**config.mk**
```make
export PLATFORM = sky130hd
export DESIGN_NAME = mdim_pack_gather
export DESIGN_NICKNAME = d
export VERILOG_FILES = /design/src/rtl/mdim_pack_pkg.sv /design/src/rtl/mdim_pack_gather_lane_cnt.sv /design/src/rtl/mdim_pack_gather.sv
export SDC_FILE = /design/constraint.sdc
export NUM_CORES = 1
export LEC_CHECK = 0
export ABC_CLOCK_PERIOD_IN_PS = 3030
export CORE_AREA = 4 4 41 43
export CTS_BUF_LIST = sky130_fd_sc_hd__clkbuf_8
export CTS_CLUSTER_DIAMETER = 50
export DETAILED_ROUTE_END_ITERATION = 16
export DIE_AREA = 0 0 45 47
export PLACE_DENSITY = 0.82
export SLEW_MARGIN = 10
export SYNTH_ARGS = -nofsm -noshare
export SYNTH_HDL_FRONTEND = slang
export SYNTH_SLANG_ARGS = --single-unit
```
**constraint.sdc**
```tcl
create_clock -name clk -period 3.03 [get_ports clk]
set_clock_uncertainty 0.2 [all_clocks]
set_input_delay 0.4545 -clock clk [delete_from_list [all_inputs] [get_ports clk]]
set_output_delay 0.4545 -clock clk [all_outputs]
set_load 0.02 [all_outputs]
```
**src/rtl/mdim_pack_pkg.sv**
```systemverilog
// mdim_pack_pkg: shared types and helpers for the mdim_pack_gather lane packer.
//   state_t   : FILL while lanes are being collected, FULL while a frame is offered
//   lane_mask : keep mask for zero-padding; bit i is set for lanes 0..idx
package mdim_pack_pkg;

   typedef enum logic {FILL, FULL} state_t;

   // Upper bound on lanes the mask helper can describe; callers cast down to NCH.
   localparam int MAX_LANES = 64;

   function automatic logic [MAX_LANES-1:0] lane_mask(input int unsigned idx);
      logic [MAX_LANES-1:0] m;
      for (int unsigned i = 0; i < MAX_LANES; i++) m[i] = (i <= idx);
      return m;
   endfunction

endpackage

```
**src/rtl/mdim_pack_gather_lane_cnt.sv**
```systemverilog
// mdim_lane_cnt: lane index counter for the packer.
//   clk, rst : clock, asynchronous active-high reset
//   inc      : advance index by one
//   clr      : return index to 0 (wins over inc)
//   idx      : current lane index, CW bits
//   term     : index sits on the last lane (N-1)
module mdim_lane_cnt #(
   parameter  int N  = 2,
   localparam int CW = $clog2(N)
) (
   input  logic          clk,
   input  logic          rst,
   input  logic          inc,
   input  logic          clr,
   output logic [CW-1:0] idx,
   output logic          term
);

   always_ff @(posedge clk or posedge rst) begin
      if (rst)      idx <= '0;
      else if (clr) idx <= '0;
      else if (inc) idx <= idx + CW'(1);
   end

   assign term = (idx == CW'(N - 1));

endmodule

```
**src/rtl/mdim_pack_gather.sv**
```systemverilog
// mdim_pack_gather: serial-to-parallel lane packer.
// Collects up to NCH words of W bits into one frame (lane 0 in the LSBs) and
// offers it downstream; in_last closes a frame early with the upper lanes zeroed.
// Optional feature macro: MDIM_PACK_PARITY_EN adds out_parity (even parity per lane).
//   clk, rst   : clock, asynchronous active-high reset
//   in_valid   : in_data valid          in_ready  : beat accepted this cycle
//   in_data    : lane word (W)          in_last   : close the frame with this beat
//   out_valid  : frame complete         out_ready : consumer takes the frame
//   out_data   : packed frame, lane i at [i*W +: W]
//   out_parity : (optional) bit i = ^lane i, 0 for padded lanes
//   out_count  : number of lanes filled in the offered frame
module mdim_pack_gather
   import mdim_pack_pkg::*;
#(
   parameter  int W   = 4,
   parameter  int NCH = 2,
   localparam int CW  = $clog2(NCH)
) (
   input  logic               clk,
   input  logic               rst,
   input  logic               in_valid,
   output logic               in_ready,
   input  logic [W-1:0]       in_data,
   input  logic               in_last,
   output logic               out_valid,
   input  logic               out_ready,
   output logic [NCH*W-1:0]   out_data,
`ifdef MDIM_PACK_PARITY_EN
   output logic [NCH-1:0]     out_parity,
`endif
   output logic [CW:0]        out_count
);

   state_t                  state, state_nxt;
   logic [CW-1:0]           idx;
   logic                    term;
   logic                    acc;     // beat accepted
   logic                    cls;     // accepted beat closes the frame
   logic [NCH-1:0]          keep;
   logic [NCH-1:0][W-1:0]   frame_q, frame_nxt;
   logic [CW:0]             cnt_q;

   mdim_lane_cnt #(.N(NCH)) u_cnt (
      .clk  (clk),
      .rst  (rst),
      .inc  (acc & ~cls),
      .clr  (cls),
      .idx  (idx),
      .term (term)
   );

   // In FULL the index is always 0, so a same-cycle accept lands in lane 0 of
   // the next frame and can only close it through in_last.
   always_comb begin
      state_nxt = state;
      in_ready  = 1'b1;
      out_valid = 1'b0;
      acc       = 1'b0;
      cls       = 1'b0;
      case (state)
         FILL: begin
            acc = in_valid;
            cls = in_valid & (term | in_last);
            if (cls) state_nxt = FULL;
         end
         FULL: begin
            out_valid = 1'b1;
            in_ready  = out_ready;
            acc       = in_valid & out_ready;
            cls       = acc & (term | in_last);
            if (out_ready) state_nxt = cls ? FULL : FILL;
         end
         default: state_nxt = FILL;
      endcase
   end

   always_ff @(posedge clk or posedge rst) begin
      if (rst) state <= FILL;
      else     state <= state_nxt;
   end

   // Every accepted beat keeps lanes below idx, writes lane idx and clears the
   // lanes above, so a new frame never inherits words from the previous one.
   assign keep = NCH'(lane_mask(32'(idx)));

   always_comb begin
      frame_nxt = frame_q;
      if (acc) begin
         for (int i = 0; i < NCH; i++) begin
            if (CW'(i) == idx) frame_nxt[i] = in_data;
            else if (!keep[i]) frame_nxt[i] = '0;
         end
      end
   end

   always_ff @(posedge clk or posedge rst) begin
      if (rst) begin
         frame_q <= '0;
         cnt_q   <= '0;
      end else begin
         if (acc) frame_q <= frame_nxt;
         if (cls) cnt_q   <= {1'b0, idx} + {{CW{1'b0}}, 1'b1};
      end
   end

   assign out_data  = frame_q;
   assign out_count = cnt_q;

`ifdef MDIM_PACK_PARITY_EN
   logic [NCH-1:0] par_q, par_nxt;

   always_comb begin
      par_nxt = '0;
      for (int i = 0; i < NCH; i++) par_nxt[i] = ^frame_nxt[i];
   end

   always_ff @(posedge clk or posedge rst) begin
      if (rst)      par_q <= '0;
      else if (acc) par_q <= par_nxt;
   end

   assign out_parity = par_q;
`endif

endmodule

```
==> flow_summary.yaml, run 1 <==
cells_and_area:
  num-nets-final: 71
  syn_to_final_growth_pct: 44.7
  finalInstanceArea_sq_um: 778
  n_antenna_cell: 0
  drive_above_1_share_pct: 25.0
place:
  dpl_cell_area_sq_um: 737
  hpwl_um: 750
  portBuffers: 20
  pre_cts_slack_ps: 762
  gp_congestion: 0.707
timing:
  max_freq_ghz: 0.441
  setup_tns_ps: 0
  fin_crit_ps: 2270
  hold_ws_ps: 282
  slew_headroom_pct: 70.6
  maxSlewViolCount: 0
  rsz0062_at_grt: "no"
  period_share_pct: 74.9
  finalHoldViolations: 0
  finalWorstSetupSlack_ps: 762
  worstMarginPinSlew_ps: 440
  setup_violations: 0
clock_network:
  cts_root_buf: "clkbuf_8"
  cts.path.max_buffers: 2
  clk_pin_slew_worst_paths_ps: 50
  cts_num_sinks: 12
  cts_tree: "built"
  ctsResizeCount: 0
  cts_htree_levels: 1
  worstSkewPairLatency_ps: 230
  cts_buffers: 3
  hold_buffers: 0
  post_cts_buffers: 0
yosys:
  synthTopCellsByCount: "dfrtp_1 (12), a21bo_2 (4), mux2_4 (4), nand4_1 (4)"
  ys_async_sr_fraction_pct: 100
  synth_area_sq_um: 538
  synth-main-ff-cell: "dfrtp_1"
  synth_top_area_share_pct: 55.8
  yosys_warnings: 0
  synthTopCellsByArea: "dfrtp_1 (56%), mux2_4 (11%), a21bo_2 (7.4%)"
  synth_adder_area_share_pct: 0
  syn_avg_cell_area_sq_um: 13.8
  synth_xor_area_share_pct: 0
  synth_top_area_cell: "dfrtp_1"
  synthCells: 39
  yosys.cell_types.count: 17
  synth_nets: 48
  synth-compound-area-share_pct: 11.9
  synthMuxAreaShare_pct: 13.3
  ys_seq_area_share_pct: 55.8
  yosysMostFrequentCell: "dfrtp_1"
  synth_edf_count: 0
  yosys.area_share.simple_pct: 12.6
  synth_seq_cells: 12
  synth_top_family_by_area: "multiplexers"
detailed_routing:
  dr.pass1.iters: 1
  ant_nets: 0
  drc: 0
  wl_per_cell_um: 12.6
  drt-vias-per-instance: 5.00
  vias: 375
  finalWirelength_um: 947
  drtIter0Drc: 0
critical_path:
  max_stage_delay_ps: 600
  cp.required_ps: 2380
  crit_path_top_delay_cell: "clkdlybuf4s50_1"
  worstPathCellList: "clkdlybuf4s50_1, nand2b_1, clkdlybuf4s50_1"
  path_class: "primary input to output pin"
  startpoint_type: "primary input"
  path_max_fanout: 2
  rrSetupSlack_ps: 1490
  cpMostUsedCell: "clkdlybuf4s50_1"
  end_kind: "output pin"
  worstPathArrival_ps: 1610
die:
  initial_core_util_pct: 41.3
  rows: 13
  io_pins: 21
  die_x_um: 45
  die_h_um: 47
  die-area_sq_um: 2120
  core_area_sq_um: 1300
global_routing:
  grt_max_degree: 13
  grt_pass1_wl_mm: 1.72
  antenna_found_initial: 0
  grt_pass1_vias: 418
  grt_overflow: 0
  track_usage_pct: 11.2
power:
  power_density_nw_per_um2: 767
  peakVddDrop_v: 0.000540
  power_leakage_nw: 0.349
worst_hold_path:
  hold_path_class: "flip-flop to flip-flop"
job:
  max_cap_viol_count: 0
run_status:
  status: "finished, final reports clean"
worst paths after layout:
kind | startpoint | to | depth (start not counted)
worst max-delay path | out_ready | in_ready | 3
worst min-delay path | out_data[6] | out_data[6] | 1
worst max register to register | state | out_data[2] | 4
worst min register to register | out_data[6] | out_data[6] | 1
max in group asynchronous | rst | out_data[1] | 2
min in group asynchronous | rst | out_data[5] | 2
registers in the layout, indices dropped and copies added, names as in the netlist:
register and count:
out_count 2, out_data 8, state 1, u_cnt.idx 1
cell type report:
class / instances / area (sq um)
flip-flops and latches: 12 / 300
inverters: 2 / 7.51
well taps: 15 / 18.8
repair buffers: 21 / 208
clock buffers: 3 / 41.3
fillers: 121 / 523
multi-input cells: 22 / 203
kinds of logic after synthesis:
logic type | after synthesis
compound gates | 7
buf+inv | 5
mux | 5
simple gates | 10
flops | 12
metal layers:
layer	global-route usage, %	wire length (um)
met5	0	0
met4	3.51	0
met1	13.2	416
met3	3.45	68
met2	19.5	462
report_power, final:
part / leakage [nW] / switching, mW / internal (mW)
clock network: 0.0216 / 0.0492 / 0.0868
registers: 0.147 / 0.0286 / 0.204
logic: 0.180 / 0.0984 / 0.130
critical path: cells and delay by family:
kind,cells,cell delay [ps]
AND/OR/NAND/NOR,1,110
buffers and inverters,2,1040
layout by cell type (no fill, tap or decap):
master and instances:
dfrtp_1 12, buf_4 1, nand3_1 1, a32oi_1 1
inv_1 2, nand2_1 1, nand4_1 4, clkdlybuf4s50_1 20
nand2_4 1, a32o_1 1, mux2_2 1, a21bo_2 4
o21ai_0 1, clkbuf_8 3, nor2_1 1, and3b_4 1
nand2b_1 1, mux2_4 4
metrics by stage:
| stage | total power, mW | std cells | util (%) |
|---|---|---|---|
| after floorplan | 0.368 | 39 | - |
| after global placement | 0.463 | 72 | 56.6 |
| after detailed placement | 0.465 | 72 | 56.6 |
| after CTS | 0.606 | 75 | 59.8 |
| after global routing | 0.634 | 75 | 59.8 |
| final | 0.597 | 75 | 59.8 |
(Power assumes the default switching activity.)
==> run 2, diff against run 1 <==
- ABC_CLOCK_PERIOD_IN_PS: 3030 -> 2200
- clock period: 3.03 -> 2.2 ns (I/O delays scaled with it)
==> run 2 against run 1 <==
Against the previous run:
- global-route usage up 1.4 points
- worst hold slack worse by 82 ps
- first-iteration DRC count increased by 2
- wire length increased by 12%
- non-clock buffer count increased by 1
- setup slack worse by 590 ps
- utilization up 1.6 points
- clock-buffer cell count rose by 1
- via count grew 0.53%
- sequential share of layout area decreased by 1.0 points
- die area unchanged
- critical path type unchanged
- largest cell class unchanged
==> flow_summary.yaml, run 2 (synthesis results as in run 1) <==
run_status:
  status: "finished, final reports clean"
clock_network:
  clk_pin_slew_worst_paths_ps: 50
  cts_tree: "built"
  cts_htree_levels: 1
  worstSkewPairLatency_ps: 240
  post_cts_buffers: 0
  ctsResizeCount: 0
  hold_buffers: 0
  cts_buffers: 3
  cts.path.max_buffers: 2
  cts_root_buf: "clkbuf_8"
  cts_num_sinks: 12
detailed_routing:
  vias: 377
  drc: 0
  wl_per_cell_um: 13.7
  drt-vias-per-instance: 4.90
  ant_nets: 0
  dr.pass1.iters: 3
  drtIter0Drc: 2
  finalWirelength_mm: 1.06
critical_path:
  path_max_fanout: 2
  end_kind: "output pin"
  critPathLaunch: "out_ready"
  worstPathArrival_ps: 1500
  reg2reg_depth: 4
  cp.required_ps: 1670
  startpoint_type: "primary input"
  path_class: "primary input to output pin"
  r2r_start: "state"
job:
  max_cap_viol_count: 0
die:
  io_pins: 21
  die-area_sq_um: 2120
  die_x_um: 45
  rows: 13
  core_area_sq_um: 1300
  die_h_um: 47
  initial_core_util_pct: 41.3
timing:
  rsz0062_at_grt: "no"
  maxSlewViolCount: 0
  setup_tns_ps: 0
  finalWorstSetupSlack_ps: 167
  worstMarginPinSlew_ps: 445
  slew_headroom_pct: 70.3
  fin_crit_ps: 2030
  setup_violations: 0
  finalHoldViolations: 0
  max_freq_ghz: 0.492
  period_share_pct: 92.4
cells_and_area:
  final_cell_mix: "clkdlybuf4s50_1 (20), dfrtp_1 (12)"
  layout_commonest_cell: "clkdlybuf4s50_1"
  n_antenna_cell: 0
  num-nets-final: 72
  largest_register_ffs: 8
  final_core_util_pct: 61.4
  drive_above_1_share_pct: 27.4
  syn_to_final_growth_pct: 48.6
global_routing:
  grt_pass1_vias: 418
  antenna_found_initial: 0
  grt_overflow: 0
  grt_max_degree: 13
  grt_pass1_wl_mm: 1.82
  track_usage_pct: 12.6
power:
  power.switching_mw: 0.253
  combPwrFrac_pct: 36.3
  p_clk_share_pct: 26.9
  internal_power_mw: 0.618
  p_seq_share_pct: 36.8
  power_density_nw_per_um2: 1090
  swShare_pct: 29.0
  peakVddDrop_v: 0.000572
  power_leakage_nw: 0.361
place:
  pre_cts_slack_ps: 160
  hpwl_um: 799
  portBuffers: 20
  gp_congestion: 0.722
worst_hold_path:
  hold_path_class: "primary input to asynchronous set/reset pin"
[run 2: cell types whose count changed in the layout (fill, tap and decap cells not counted), sizes merged]
cell | before | now
clkbuf | 3 | 4
buf | 1 | 2
[run 2: worst paths after layout]
kind	slack (ps)	to
worst min register to register	280	out_data[7]
min in group clk	280	out_data[7]
worst max register to register	670	out_data[0]
worst min-delay path	200	out_data[7]
worst max-delay path	170	in_ready
max in group asynchronous	1290	out_count[1]
[run 2: power by group through the flow]
stage / logic, mW / registers, mW / clock network [mW]
after floorplan: 0.125 / 0.381 / 0
after global placement: 0.316 / 0.323 / 0
after detailed placement: 0.319 / 0.323 / 0
after CTS: 0.320 / 0.322 / 0.244
after global routing: 0.334 / 0.331 / 0.258
final: 0.316 / 0.321 / 0.234
[run 2: layout make-up]
class | instances | area (sq um)
fillers | 120 | 502
clock buffers | 4 | 55.1
flip-flops and latches | 12 | 300
inverters | 2 | 7.51
well taps | 15 | 18.8
multi-input cells | 22 | 203
repair buffers | 22 | 215
[run 2: through the flow]
step | cells | total power [mW] | cell area, sq um | hold WS [ps]
3_3_place_gp | 73 | 0.639 | 744 | 273
2_1_floorplan | 39 | 0.507 | 538 | -5.30
5_1_grt | 77 | 0.923 | 800 | 238
4_1_cts | 77 | 0.886 | 800 | 208
3_5_place_dp | 73 | 0.642 | 744 | 277
6_report | 77 | 0.871 | 800 | 200
[run 2: per-layer routing]
layer / routed length (um) / global-route usage (%) / share of wire, % / vias up
li1: - / - / - / 187
met4: 8 / 7.02 / 0.76 / 0
met5: 0 / 0 / 0 / -
met2: 482 / 18.9 / 46 / 15
met3: 75 / 4.98 / 7.1 / 2
met1: 492 / 15.3 / 47 / 173
[run 2: worst max-delay path, cell delays in order]
cell and delay [ps]:
clkdlybuf4s50_1 450, nand2b_1 110, clkdlybuf4s50_1 600
==> run 3, diff against run 2 <==
- CTS_BUF_LIST: sky130_fd_sc_hd__clkbuf_8 -> sky130_fd_sc_hd__clkbuf_4 sky130_fd_sc_hd__clkbuf_8
==> run 3 against run 2 <==
Against the previous run:
- wire length shrank 2.6%
- setup slack barely moved
- combinational power barely moved
- utilization shrank 1.4 points
- global-route usage is 0.64 points lower
- register-to-register slack is essentially flat
- total power down 7.6%
- flip-flop and latch count unchanged
- non-clock buffer count unchanged
- first-iteration DRC count stayed put
- design area shrank 2.3%
- largest cell class unchanged
==> flow_summary.yaml, run 3 (synthesis results as in run 1) <==
run_status:
  status: "finished, final reports clean"
clock_network:
  cts_tree: "built"
  clk_pin_slew_worst_paths_ps: 70
  cts.path.max_buffers: 2
  ctsResizeCount: 0
  cts_buffers: 3
  cts_root_buf: "clkbuf_4"
  hold_buffers: 0
  cts_htree_levels: 1
  worstSkewPairLatency_ps: 260
  post_cts_buffers: 0
  cts_num_sinks: 12
timing:
  period_share_pct: 92.4
  slew_headroom_pct: 70.8
  setup_tns_ps: 0
  rsz0062_at_grt: "no"
  worstMarginPinSlew_ps: 438
  finalHoldViolations: 0
  fin_crit_ps: 2030
  setup_violations: 0
  hold_ws_ps: 164
  max_freq_ghz: 0.492
  maxSlewViolCount: 0
critical_path:
  max_stage_delay_ps: 600
  r2r_start: "state"
  path_max_fanout: 2
  worst-path-buf-inv: 2
  cp.required_ps: 1670
  cpMostUsedCell: "clkdlybuf4s50_1"
  startpoint_type: "primary input"
  worstPathArrival_ps: 1500
  end_kind: "output pin"
  crit_path_top_delay_cell: "clkdlybuf4s50_1"
  critPathLaunch: "out_ready"
  path_class: "primary input to output pin"
  worstPathCellList: "clkdlybuf4s50_1, nand2b_1, clkdlybuf4s50_1"
  path_delay_family: "buffers and inverters"
cells_and_area:
  finalInstanceArea_sq_um: 781
  num-nets-final: 72
  layout_commonest_cell: "clkdlybuf4s50_1"
  n_antenna_cell: 0
  largest_register_ffs: 8
  final_core_util_pct: 60.0
  drive_above_1_share_pct: 27.4
  fillCellCount: 123
  syn_to_final_growth_pct: 45.1
  final_cell_mix: "clkdlybuf4s50_1 (20), dfrtp_1 (12), mux2_4 (4), nand4_1 (4), a21bo_2 (4)"
global_routing:
  antenna_found_initial: 0
  track_usage_pct: 11.9
  grt_pass1_wl_mm: 1.79
  grt_overflow: 0
  grt_pass1_vias: 417
  grt_max_degree: 13
detailed_routing:
  drc: 0
  ant_nets: 0
  dr.pass1.iters: 2
  drtIter0Drc: 2
  wl_per_cell_um: 13.4
  vias: 381
  drt-vias-per-instance: 4.95
  finalWirelength_mm: 1.03
power:
  peakVddDrop_v: 0.000512
  power_leakage_nw: 0.353
  power_density_nw_per_um2: 1030
  finalPower_mw: 0.805
place:
  hpwl_um: 799
  gp_congestion: 0.722
  portBuffers: 20
  dpl_cell_area_sq_um: 744
die:
  initial_core_util_pct: 41.3
  die-area_sq_um: 2120
  core_area_sq_um: 1300
  die_h_um: 47
  rows: 13
  io_pins: 21
  die_x_um: 45
worst_hold_path:
  hold_path_class: "primary input to asynchronous set/reset pin"
job:
  max_cap_viol_count: 0
## run 3: cell counts in the layout (fill, tap and decap cells not counted)
Identical to the previous run, type by type.
## run 3: final timing paths
| check | end | slack [ps] | cells after the start |
|---|---|---|---|
| worst min register to register | out_data[7] | 290 | 1 |
| min in group clk | out_data[7] | 290 | 1 |
| worst max register to register | out_data[2] | 660 | 4 |
| max in group asynchronous | out_count[1] | 1330 | 2 |
| worst max-delay path | in_ready | 170 | 3 |
| worst min-delay path | out_data[3] | 160 | 2 |
## run 3: layout make-up
type                            count  area [sq um]  share of cell area (%)
Tap cell                           15          18.8                    2.40
Sequential cell                    12           300                    38.5
Multi-Input combinational cell     22           203                    26.0
Timing Repair Buffer               22           215                    27.6
Inverter                            2          7.51                   0.962
Clock buffer                        4          36.3                    4.65
## run 3: routing by layer
layer  vias up  GRT usage (%)  share of wire [%]
li1        189              -                  -
met1       179           15.1                 46
met2        13           18.6                 47
met3         0           3.83                6.8
met4         0           5.26                  0
met5         -              0                  0
## run 3: power by group
| group | total (mW) | internal (mW) | switching, mW |
|---|---|---|---|
| registers | 0.320 | 0.279 | 0.0406 |
| clock network | 0.169 | 0.100 | 0.0688 |
| logic | 0.316 | 0.180 | 0.135 |
| total | 0.805 | 0.560 | 0.245 |
## run 3: through the flow
step	cells	worst slack, ps
5_1_grt	77	102
6_report	77	167
3_3_place_gp	73	177
3_5_place_dp	73	160
2_1_floorplan	39	777
4_1_cts	77	151
